File: config.mk
export PLATFORM = sky130hd
export DESIGN_NAME = add_round_key_stage
export DESIGN_NICKNAME = d
export VERILOG_FILES = /design/src/rtl/add_round_key_stage.sv
export SDC_FILE = /design/constraint.sdc
export NUM_CORES = 1
export LEC_CHECK = 0
export ABC_AREA = 0
export BUFFER_PORTS_ARGS = -buffer_cell sky130_fd_sc_hd__buf_2
export CAP_MARGIN = 15
export CORE_AREA = 2 2 203 205
export CTS_CLUSTER_SIZE = 28
export DETAILED_ROUTE_END_ITERATION = 6
export DIE_AREA = 0 0 205 207
export PLACE_DENSITY = 0.68
export SYNTH_ARGS = -nofsm -noshare
export SYNTH_HDL_FRONTEND = slang
export SYNTH_SLANG_ARGS = --single-unit
File: constraint.sdc
create_clock -name clk -period 3.1 [get_ports clk]
set_input_delay 0.93 -clock clk [delete_from_list [all_inputs] [get_ports clk]]
set_output_delay 0.93 -clock clk [all_outputs]
set_load 0.05 [all_outputs]
File: src/rtl/add_round_key_stage.sv
// Purpose: registered AddRoundKey stage after mix_columns; XORs the round key into the raw or mixed state and tags the beat with its round.
// Latency: 1 cycle from accept to out_valid when the buffer is empty; a full-rate stream sees no bubbles.
// Backpressure: 2-entry buffer (main + skid); in_ready is a flop output, low only while the skid entry is occupied.
//
// Ports:
//   clk, rst              rising-edge clock, synchronous active-high reset
//   flush                 synchronous clear of buffer and round counter (output data registers keep their value)
//   in_valid / in_ready   upstream handshake; raw_state, mixed_state_array, round_key sampled on accept
//   out_valid / out_ready downstream handshake; out_state, out_round, out_last describe the oldest buffered beat
module add_round_key_stage #(
    parameter int NR = 10,
    parameter int RW = 4
) (
    input  logic           clk,
    input  logic           rst,
    input  logic           flush,
    input  logic           in_valid,
    output logic           in_ready,
    input  logic [127:0]   raw_state,
    input  logic [127:0]   mixed_state_array,
    input  logic [127:0]   round_key,
    output logic           out_valid,
    input  logic           out_ready,
    output logic [127:0]   out_state,
    output logic [RW-1:0]  out_round,
    output logic           out_last
);

    localparam logic [RW-1:0] NR_W = RW'(NR);

    logic [RW-1:0] round_cnt;

    // Skid entry: holds the beat accepted while the main register was stalled.
    logic          skid_vld;
    logic [127:0]  skid_state;
    logic [RW-1:0] skid_round;
    logic          skid_last;

    logic          acc;
    logic          pop;
    logic          use_raw;
    logic [127:0]  new_state;
    logic          new_last;

    // Round 0 (initial key add) and round NR (no MixColumns) take the unmixed state.
    always_comb begin
        use_raw   = (round_cnt == '0) || (round_cnt == NR_W);
        new_state = (use_raw ? raw_state : mixed_state_array) ^ round_key;
        new_last  = (round_cnt == NR_W);
    end

    // in_ready depends only on the skid flop, so out_ready never reaches it combinationally.
    assign in_ready = !skid_vld;
    assign acc      = in_valid && in_ready;
    assign pop      = out_valid && out_ready;

    // Round counter: advances once per accepted beat and wraps NR -> 0 so the next block starts at round 0.
    always_ff @(posedge clk) begin
        if (rst || flush) begin
            round_cnt <= '0;
        end else if (acc) begin
            round_cnt <= (round_cnt == NR_W) ? '0 : round_cnt + RW'(1);
        end
    end

    // Main (output) register plus skid register.
    // When the buffer drains, out_state/out_round/out_last keep their last value; only out_valid drops.
    always_ff @(posedge clk) begin
        if (rst) begin
            out_valid  <= 1'b0;
            out_state  <= '0;
            out_round  <= '0;
            out_last   <= 1'b0;
            skid_vld   <= 1'b0;
            skid_state <= '0;
            skid_round <= '0;
            skid_last  <= 1'b0;
        end else if (flush) begin
            out_valid <= 1'b0;
            skid_vld  <= 1'b0;
        end else if (pop) begin
            if (skid_vld) begin
                // Skid advances into main; no accept is possible here since in_ready is low.
                out_state <= skid_state;
                out_round <= skid_round;
                out_last  <= skid_last;
                skid_vld  <= 1'b0;
            end else if (acc) begin
                // Pop and accept on the same edge: new beat replaces the popped one, no bubble.
                out_state <= new_state;
                out_round <= round_cnt;
                out_last  <= new_last;
            end else begin
                out_valid <= 1'b0;
            end
        end else if (!out_valid) begin
            if (acc) begin
                out_valid <= 1'b1;
                out_state <= new_state;
                out_round <= round_cnt;
                out_last  <= new_last;
            end
        end else if (acc) begin
            // Main is stalled: park the beat in skid; in_ready falls on the next cycle.
            skid_vld   <= 1'b1;
            skid_state <= new_state;
            skid_round <= round_cnt;
            skid_last  <= new_last;
        end
    end

endmodule

==> impl_metrics.toml, run 1 <==
[sta]
slew_headroom = 0.400
fin_setup_tns_ns = 0
skew_ns = 0.0183
max_freq_mhz = 429
fin_crit_ns = 2.33
slew_viol_final = 0
rsz0062_at_grt = "no"
hold_viol = 0
setup_ws_ns = 0.768
period_share = 0.752
setup_viol_count_final = 0
worst_slew_pin_slew_ns = 0.900

[power]
p_leak_uw = 0.00773
vdd_drop_max_mv = 0.466
p_per_area_mw_per_mm2 = 529

[logic_synthesis]
synth_edf_count = 0
async_reset_ff_frac = 0
synth_nets = 1910
yosysSeqAreaShare = 0.391
synth_seq_cells = 272
syn_area_mm2 = 0.0139
synth_warnings = 0
synth_flop_cell = "dfxtp_1"
syn_inst = 1521
syn_avg_cell_area_um2 = 9.15
ys_types = 31

[setup_path]
cp_slowest_cell = "dfxtp_1"
crit_path_end_kind = "primary output"
critPathBufInv = 2
critical_path_arrival_ns = 1.40
crit_chain = "inv_4 -> buf_2"
crit_path_max_incr_delay_ns = 0.53
critical-path-top-delay-family = "flip-flops"
critPathRequiredTime_ns = 2.17
worstSetupStartpointType = "register"
crit_type = "register to primary output"
critPathMaxFanout = 6

[final_layout]
register_area_mm2 = 0.00545
post-route-util = 0.443
fill_cells = 3988
drive_above_1_share = 0.307
final_area_mm2 = 0.0179
stdcell_count = 2494
nNetsFinal = 2327
area_growth_pct = 28.5
antenna_cells = 0
multi_input_area_mm2 = 0.00780

[die]
rows = 74
die-height_um = 207
die-area_mm2 = 0.0424
initial_core_util = 0.345
core_mm2 = 0.0404
io_pins = 524
die_width_um = 205

[route]
drt-pass1-iter-count = 5
routed-via-count = 13800
drt-total-wl_mm = 46.8
wl_per_cell_um = 18.8
ant_nets = 0
vias_per_cell = 5.52
drtIter0Drc = 680
post-route-drc-count = 0

[placed_design]
gp_congestion = 0.788
place_ws_ns = 0.610
place_area_mm2 = 0.0169
dp.final_hpwl_mm = 30.2
place_inst = 2437
io_buffers = 523

[run]
cap_violations = 0

[run_status]
status = "complete, no violations"

[global_route]
grt_usage = 0.209
grt_pass1_wl_mm = 72.7
grt_pass1_vias = 13800
grt_max_degree = 140
grt.overflow.total = 0
antenna_found_initial = 1

[clock_tree]
cts_setup_buffers = 0
cts_tree = "yes"
clockRootBuffer = "clkbuf_16"
clk_path_buf_depth = 3
clk_pin_slew_ns = 0.06
cts_max_level = 1
cts_buffers = 31
cts_resized = 0
clock-sinks = 272
cts_hold_buffers = 0
clk_latency_ns = 0.58

[hold_path]
min_path_type = "register to register"
## path summary, 6_finish.rpt
check,from,end,slack [ns],cells past startpoint
worst max-delay path,skid_vld,in_ready,0.77,2
worst min-delay path,skid_state[80],skid_state[80],0.47,1
worst max register to register,round_cnt[1],skid_state[61],0.88,6
worst min register to register,skid_state[80],skid_state[80],0.47,1
## stage by stage
step / hold WS (ns) / power, uW
after global routing: 0.486 / 9850
after floorplan: 0.440 / 5220
after global placement: 0.455 / 5870
final: 0.474 / 9470
after CTS: 0.476 / 9550
after detailed placement: 0.458 / 5910
## area by class of cell
type                    count  share of cell area
flip-flops and latches    272               0.305
multi-input cells        1087               0.436
clock buffers              51              0.0526
inverters                   1            0.000350
clock inverters             6             0.00413
well taps                 532              0.0372
repair buffers            545               0.166
## synth_stat cells, types with 2 or more instances
cell | instances | area (um2)
dfxtp_1 | 272 | 5450
mux2i_1 | 133 | 1330
a21oi_1 | 132 | 661
clkbuf_1 | 131 | 492
nand2_1 | 131 | 492
a22o_1 | 128 | 1120
a22oi_1 | 128 | 961
o2bb2ai_1 | 128 | 1120
xnor2_1 | 128 | 1120
o21ai_0 | 110 | 551
o21ai_1 | 20 | 100
nor2_1 | 16 | 60.1
buf_6 | 15 | 169
buf_1 | 12 | 45.0
a211oi_1 | 6 | 45.0
nor2b_1 | 5 | 31.3
o22ai_1 | 5 | 31.3
nand2b_1 | 4 | 25.0
buf_2 | 3 | 15.0
nand3_1 | 2 | 10.0
xor2_1 | 2 | 17.5
## flip-flops by register name, indices dropped and copies added (netlist names)
signal      count
out_state     128
skid_vld        1
out_last        1
skid_last       1
skid_state    128
out_round       4
out_valid       1
round_cnt       4
skid_round      4
## routing by layer
layer  wire length, um  up-vias  track usage
met5                 7        -            0
li1                  -     6521            -
met2             23200      585        0.373
met1             18900     6582        0.256
met3              3850       67       0.0379
met4               894        2       0.0548
## cells by family (layout without fill, tap and decap cells)
| group | count (synthesis) | in the layout | synth area share |
|---|---|---|---|
| multiplexers | 133 | 133 | 0.0956 |
| buffers and inverters | 162 | 603 | 0.0520 |
| XOR/XNOR | 130 | 130 | 0.0818 |
| flip-flops | 272 | 272 | 0.391 |
| AO/OA/AOI/OAI | 660 | 660 | 0.331 |
| AND/OR/NAND/NOR | 164 | 164 | 0.0482 |
## cells in the final DEF (no fill, tap or decap), types with 2 or more instances in the layout
cell       instances
a211oi_1           6
a21oi_1          132
nand2_1          131
a22oi_1          128
clkbuf_16         31
xnor2_1          128
nor2b_1            4
o22ai_1            5
buf_4             10
a22o_1           128
o21ai_1           20
nand3_1            2
clkbuf_8           9
clkbuf_1          11
buf_2            521
o21ai_0          110
o2bb2ai_1        128
nand2b_4           2
nor2_1            15
mux2i_1          133
buf_12            14
nand2b_1           2
dfxtp_1          271
clkinv_2           3
xor2_1             2
## power by group
group / leakage [uW] / total [uW] / internal [uW] / switching, uW
Combinational: 0.00502 / 2050 / 708 / 1350
Clock: 0.000499 / 3640 / 2150 / 1500
Sequential: 0.00221 / 3780 / 3660 / 116
(Power assumes the default switching activity.)
==> inputs of run 2 (changes only) <==
clock period = 2.35 ns   (was 3.1 ns; I/O delays follow)
==> run 2 against run 1 <==
  * Global-route usage down 0.14 points
  * Combinational power up 34%
  * Utilization up 1.1 points
  * Flip-flop and latch count unchanged
  * Count of clock-buffer cells in the layout down 13
  * Total power up 40%
  * Largest cell class unchanged
  * Non-clock buffer count up 27
  * Routed wire length down 0.19%
  * Clock power up 52%
  * Clock skew down 0.0024 ns
  * Hold slack worse by 0.070 ns
  * Critical endpoint is now skid_state[58]
==> impl_metrics.toml, run 2 (synthesized netlist as in run 1, its figures left out) <==
[route]
post-route-drc-count = 0
vias_per_cell = 5.45
drtIter0Drc = 909
routed-via-count = 13700
ant_nets = 0
drt-total-wl_mm = 46.7
drt-pass1-iter-count = 6
wl_per_cell_um = 18.5

[final_layout]
register_area_mm2 = 0.00545
area_growth_pct = 31.7
drive_above_1_share = 0.320
multi_input_area_mm2 = 0.00780
antenna_cells = 0
nNetsFinal = 2354
layout_commonest_cell = "buf_2"
layout.cells.most_common_list = "buf_2, dfxtp_1, mux2i_1"
post-route-util = 0.454
fill_cells = 3928
reg_top3 = "out_state (128), skid_state (128)"
stdcell_count = 2521

[global_route]
grt_pass1_vias = 13400
antenna_found_initial = 0
use_met3 = 0.0316
top_usage_layer = "met2"
grt.overflow.total = 0
grt_usage = 0.207
met2_usage = 0.366
grt_pass1_wl_mm = 71.6
grt_max_degree = 71
grt_util_met1 = 0.262

[power]
p_per_area_mw_per_mm2 = 724
p_leak_uw = 0.00798
finalPower_uw = 13300
vdd_drop_max_mv = 0.440

[setup_path]
critPathBufInv = 1
cp_slowest_cell = "dfxtp_1"
critical-path-top-delay-family = "flip-flops"
critPathRequiredTime_ns = 2.81
critPathMaxFanout = 47
crit_type = "register to register"
worstSetupStartpointType = "register"
critical_path_arrival_ns = 2.67
cp_num_cells = 6
crit_path_end_kind = "register"
crit_path_max_incr_delay_ns = 0.50
crit_chain = "xor2_1 -> or3_4 -> buf_12 -> mux2i_1 -> xnor2_1 -> a22o_1"
r2r_cells = 6

[sta]
worst_slew_pin_slew_ns = 0.943
skew_ns = 0.0159
fin_crit_ns = 2.22
setup_ws_ns = 0.134
slew_headroom = 0.371
hold_viol = 0
max_freq_mhz = 451
fin_setup_tns_ns = 0
period_share = 0.943
slew_viol_final = 0
rsz0062_at_grt = "no"
setup_viol_count_final = 0

[run_status]
status = "complete, no violations"

[clock_tree]
cts_tree = "yes"
clk_pin_slew_ns = 0.06
cts_resized = 0
clk_path_buf_depth = 3
clockRootBuffer = "clkbuf_16"
clock-sinks = 272
cts_setup_buffers = 0
cts_buffers = 31
clk_latency_ns = 0.57
cts_max_level = 1
cts_hold_buffers = 0

[placed_design]
gp_congestion = 0.822
place_ws_ns = 0.133
dp.final_hpwl_mm = 31.8
io_buffers = 523
place_inst = 2464

[run]
cap_violations = 0

[hold_path]
whs_path_depth = 2
min_path_type = "input port to register"

[die]
die-height_um = 207
die_width_um = 205
initial_core_util = 0.345
io_pins = 524
rows = 74
die-area_mm2 = 0.0424
core_mm2 = 0.0404
[run 2: worst paths after layout]
check / from / end / slack (ns)
worst min register to register: skid_state[109] / skid_state[109] / 0.47
worst min-delay path: rst / skid_round[3] / 0.40
worst max register to register: round_cnt[1] / skid_state[58] / 0.13
worst max-delay path: round_cnt[1] / skid_state[58] / 0.13
[run 2: cell type report]
type	count	share of cell area
multi-input cells	1087	0.425
flip-flops and latches	272	0.297
repair buffers	572	0.177
clock buffers	38	0.0459
well taps	532	0.0363
clock inverters	19	0.0179
inverters	1	0.000341
[run 2: worst reg2reg max path, stage by stage, from the launching register on]
cell and delay, ns:
dfxtp_1 0.50, xor2_1 0.11, or3_4 0.40, buf_12 0.20
mux2i_1 0.51, xnor2_1 0.16, a22o_1 0.22
[run 2: power breakdown]
part	total, uW	leakage (uW)	switching [uW]	internal (uW)
Sequential	4980	0.00221	155	4830
Combinational	2750	0.00519	1790	963
Clock	5540	0.000581	2020	3520
Total	13300	0.00798	3960	9310
[run 2: layer usage]
metal | part of all wire | routed length, um
met3 | 0.070 | 3290
met4 | 0.018 | 844
met5 | 0 | 0
met2 | 0.49 | 23100
met1 | 0.42 | 19500
[run 2: through the flow]
step | area, um2 | hold slack [ns]
3_3_place_gp | 17200 | 0.455
6_report | 18300 | 0.404
2_1_floorplan | 13900 | 0.440
5_1_grt | 18300 | 0.431
3_5_place_dp | 17200 | 0.458
4_1_cts | 18300 | 0.381
==> inputs of run 3 (changes only) <==
BUFFER_PORTS_ARGS = -buffer_cell sky130_fd_sc_hd__clkbuf_2   (was -buffer_cell sky130_fd_sc_hd__buf_2)
==> run 3 against run 2 <==
  * Final area fell by 1.6%
  * Critical path depth fell by 4
  * Clock power fell by 14%
  * Count of clock-buffer cells in the layout rose by 6
  * Utilization fell by 0.71 points
  * Via count rose by 1.6%
  * Routed wire length fell by 0.65%
  * Critical path type is now register to primary output
  * Largest cell class unchanged
  * Largest power group is now sequential cells
==> impl_metrics.toml, run 3 (synthesized netlist as in run 1, its figures left out) <==
[clock_tree]
cts_buffers = 29
clk_pin_slew_ns = 0.06
clk_path_buf_depth = 3
clockRootBuffer = "clkbuf_16"
cts_setup_buffers = 0
cts_hold_buffers = 0
cts_resized = 0
clk_latency_ns = 0.55
clock-sinks = 272
cts_max_level = 1
cts_tree = "yes"

[global_route]
antenna_found_initial = 2
grt.overflow.total = 0
grt_pass1_vias = 13800
grt_pass1_wl_mm = 72.2
grt_max_degree = 139
grt_usage = 0.208

[route]
drt-total-wl_mm = 46.4
drt-pass1-iter-count = 5
post-route-drc-count = 0
routed-via-count = 14000
wl_per_cell_um = 18.5
drtIter0Drc = 765
ant_nets = 0
vias_per_cell = 5.56

[die]
die-area_mm2 = 0.0424
initial_core_util = 0.345
rows = 74
die_width_um = 205
core_mm2 = 0.0404
io_pins = 524
die-height_um = 207

[placed_design]
gp_congestion = 0.808
dp.final_hpwl_mm = 31.1
place_inst = 2457
io_buffers = 523

[setup_path]
crit_path_max_incr_delay_ns = 0.53
critPathBufInv = 2
critical_path_arrival_ns = 1.51
cp_slowest_cell = "dfxtp_1"
crit_chain = "inv_4 -> clkbuf_2"
critPathMaxFanout = 13
crit_type = "register to primary output"
critPathRequiredTime_ns = 1.64
worstSetupStartpointType = "register"
crit_path_end_kind = "primary output"
r2r_cells = 6
critical-path-top-delay-family = "flip-flops"
cp_num_cells = 2

[sta]
whs_ns = 0.457
fin_setup_tns_ns = 0
worst_slew_pin_slew_ns = 0.949
setup_viol_count_final = 0
hold_viol = 0
slew_headroom = 0.367
skew_ns = 0.00570
rsz0062_at_grt = "no"
period_share = 0.942
fin_crit_ns = 2.21
slew_viol_final = 0
max_freq_mhz = 452

[final_layout]
layout_commonest_cell = "clkbuf_2"
area_growth_pct = 29.7
post-route-util = 0.447
layout.cells.most_common_list = "clkbuf_2, dfxtp_1, mux2i_1"
drive_above_1_share = 0.314
fill_cells = 3909
nNetsFinal = 2345
reg_top3 = "out_state (128), skid_state (128)"
stdcell_count = 2511

[run]
cap_violations = 0

[run_status]
status = "complete, no violations"

[hold_path]
whs_path_depth = 2
min_path_type = "input port to register"

[power]
vdd_drop_max_mv = 0.436
p_leak_uw = 0.00782
p_per_area_mw_per_mm2 = 690
run 3: final timing paths:
kind	startpoint	endpoint	slack, ns
setup / recovery	skid_vld	in_ready	0.14
hold reg to reg	skid_state[127]	skid_state[127]	0.47
hold / removal	out_ready	skid_vld	0.46
setup reg to reg	round_cnt[1]	skid_state[58]	0.17
run 3: through the flow:
stage	setup slack [ns]	total power [uW]	area, um2
CTS	0.111	12600	18000
floorplan	0.124	6880	13900
finish	0.137	12500	18100
detailed placement	0.200	7830	17100
global route	0.00655	13000	18100
global placement	0.264	7770	17100
run 3: where the power goes:
part / switching (uW) / total [uW] / internal (uW)
clock network: 1900 / 4740 / 2840
logic: 1780 / 2740 / 956
registers: 160 / 4990 / 4830
run 3: layout make-up:
| cell class | count | area (um2) | share of cell area |
|---|---|---|---|
| diodes | 2 | 5.00 | 0.000277 |
| clock buffers | 44 | 862 | 0.0478 |
| clock inverters | 8 | 119 | 0.00658 |
| inverters | 1 | 6.26 | 0.000347 |
| multi-input cells | 1087 | 7800 | 0.432 |
| flip-flops and latches | 272 | 5450 | 0.302 |
| well taps | 532 | 666 | 0.0369 |
| repair buffers | 565 | 3150 | 0.175 |
run 3: layer usage:
layer	vias to the layer above	track usage	part of all wire
li1	6552	-	-
met1	6704	0.254	0.40
met4	0	0.0776	0.034
met3	87	0.0398	0.077
met5	-	0	0
met2	610	0.359	0.49
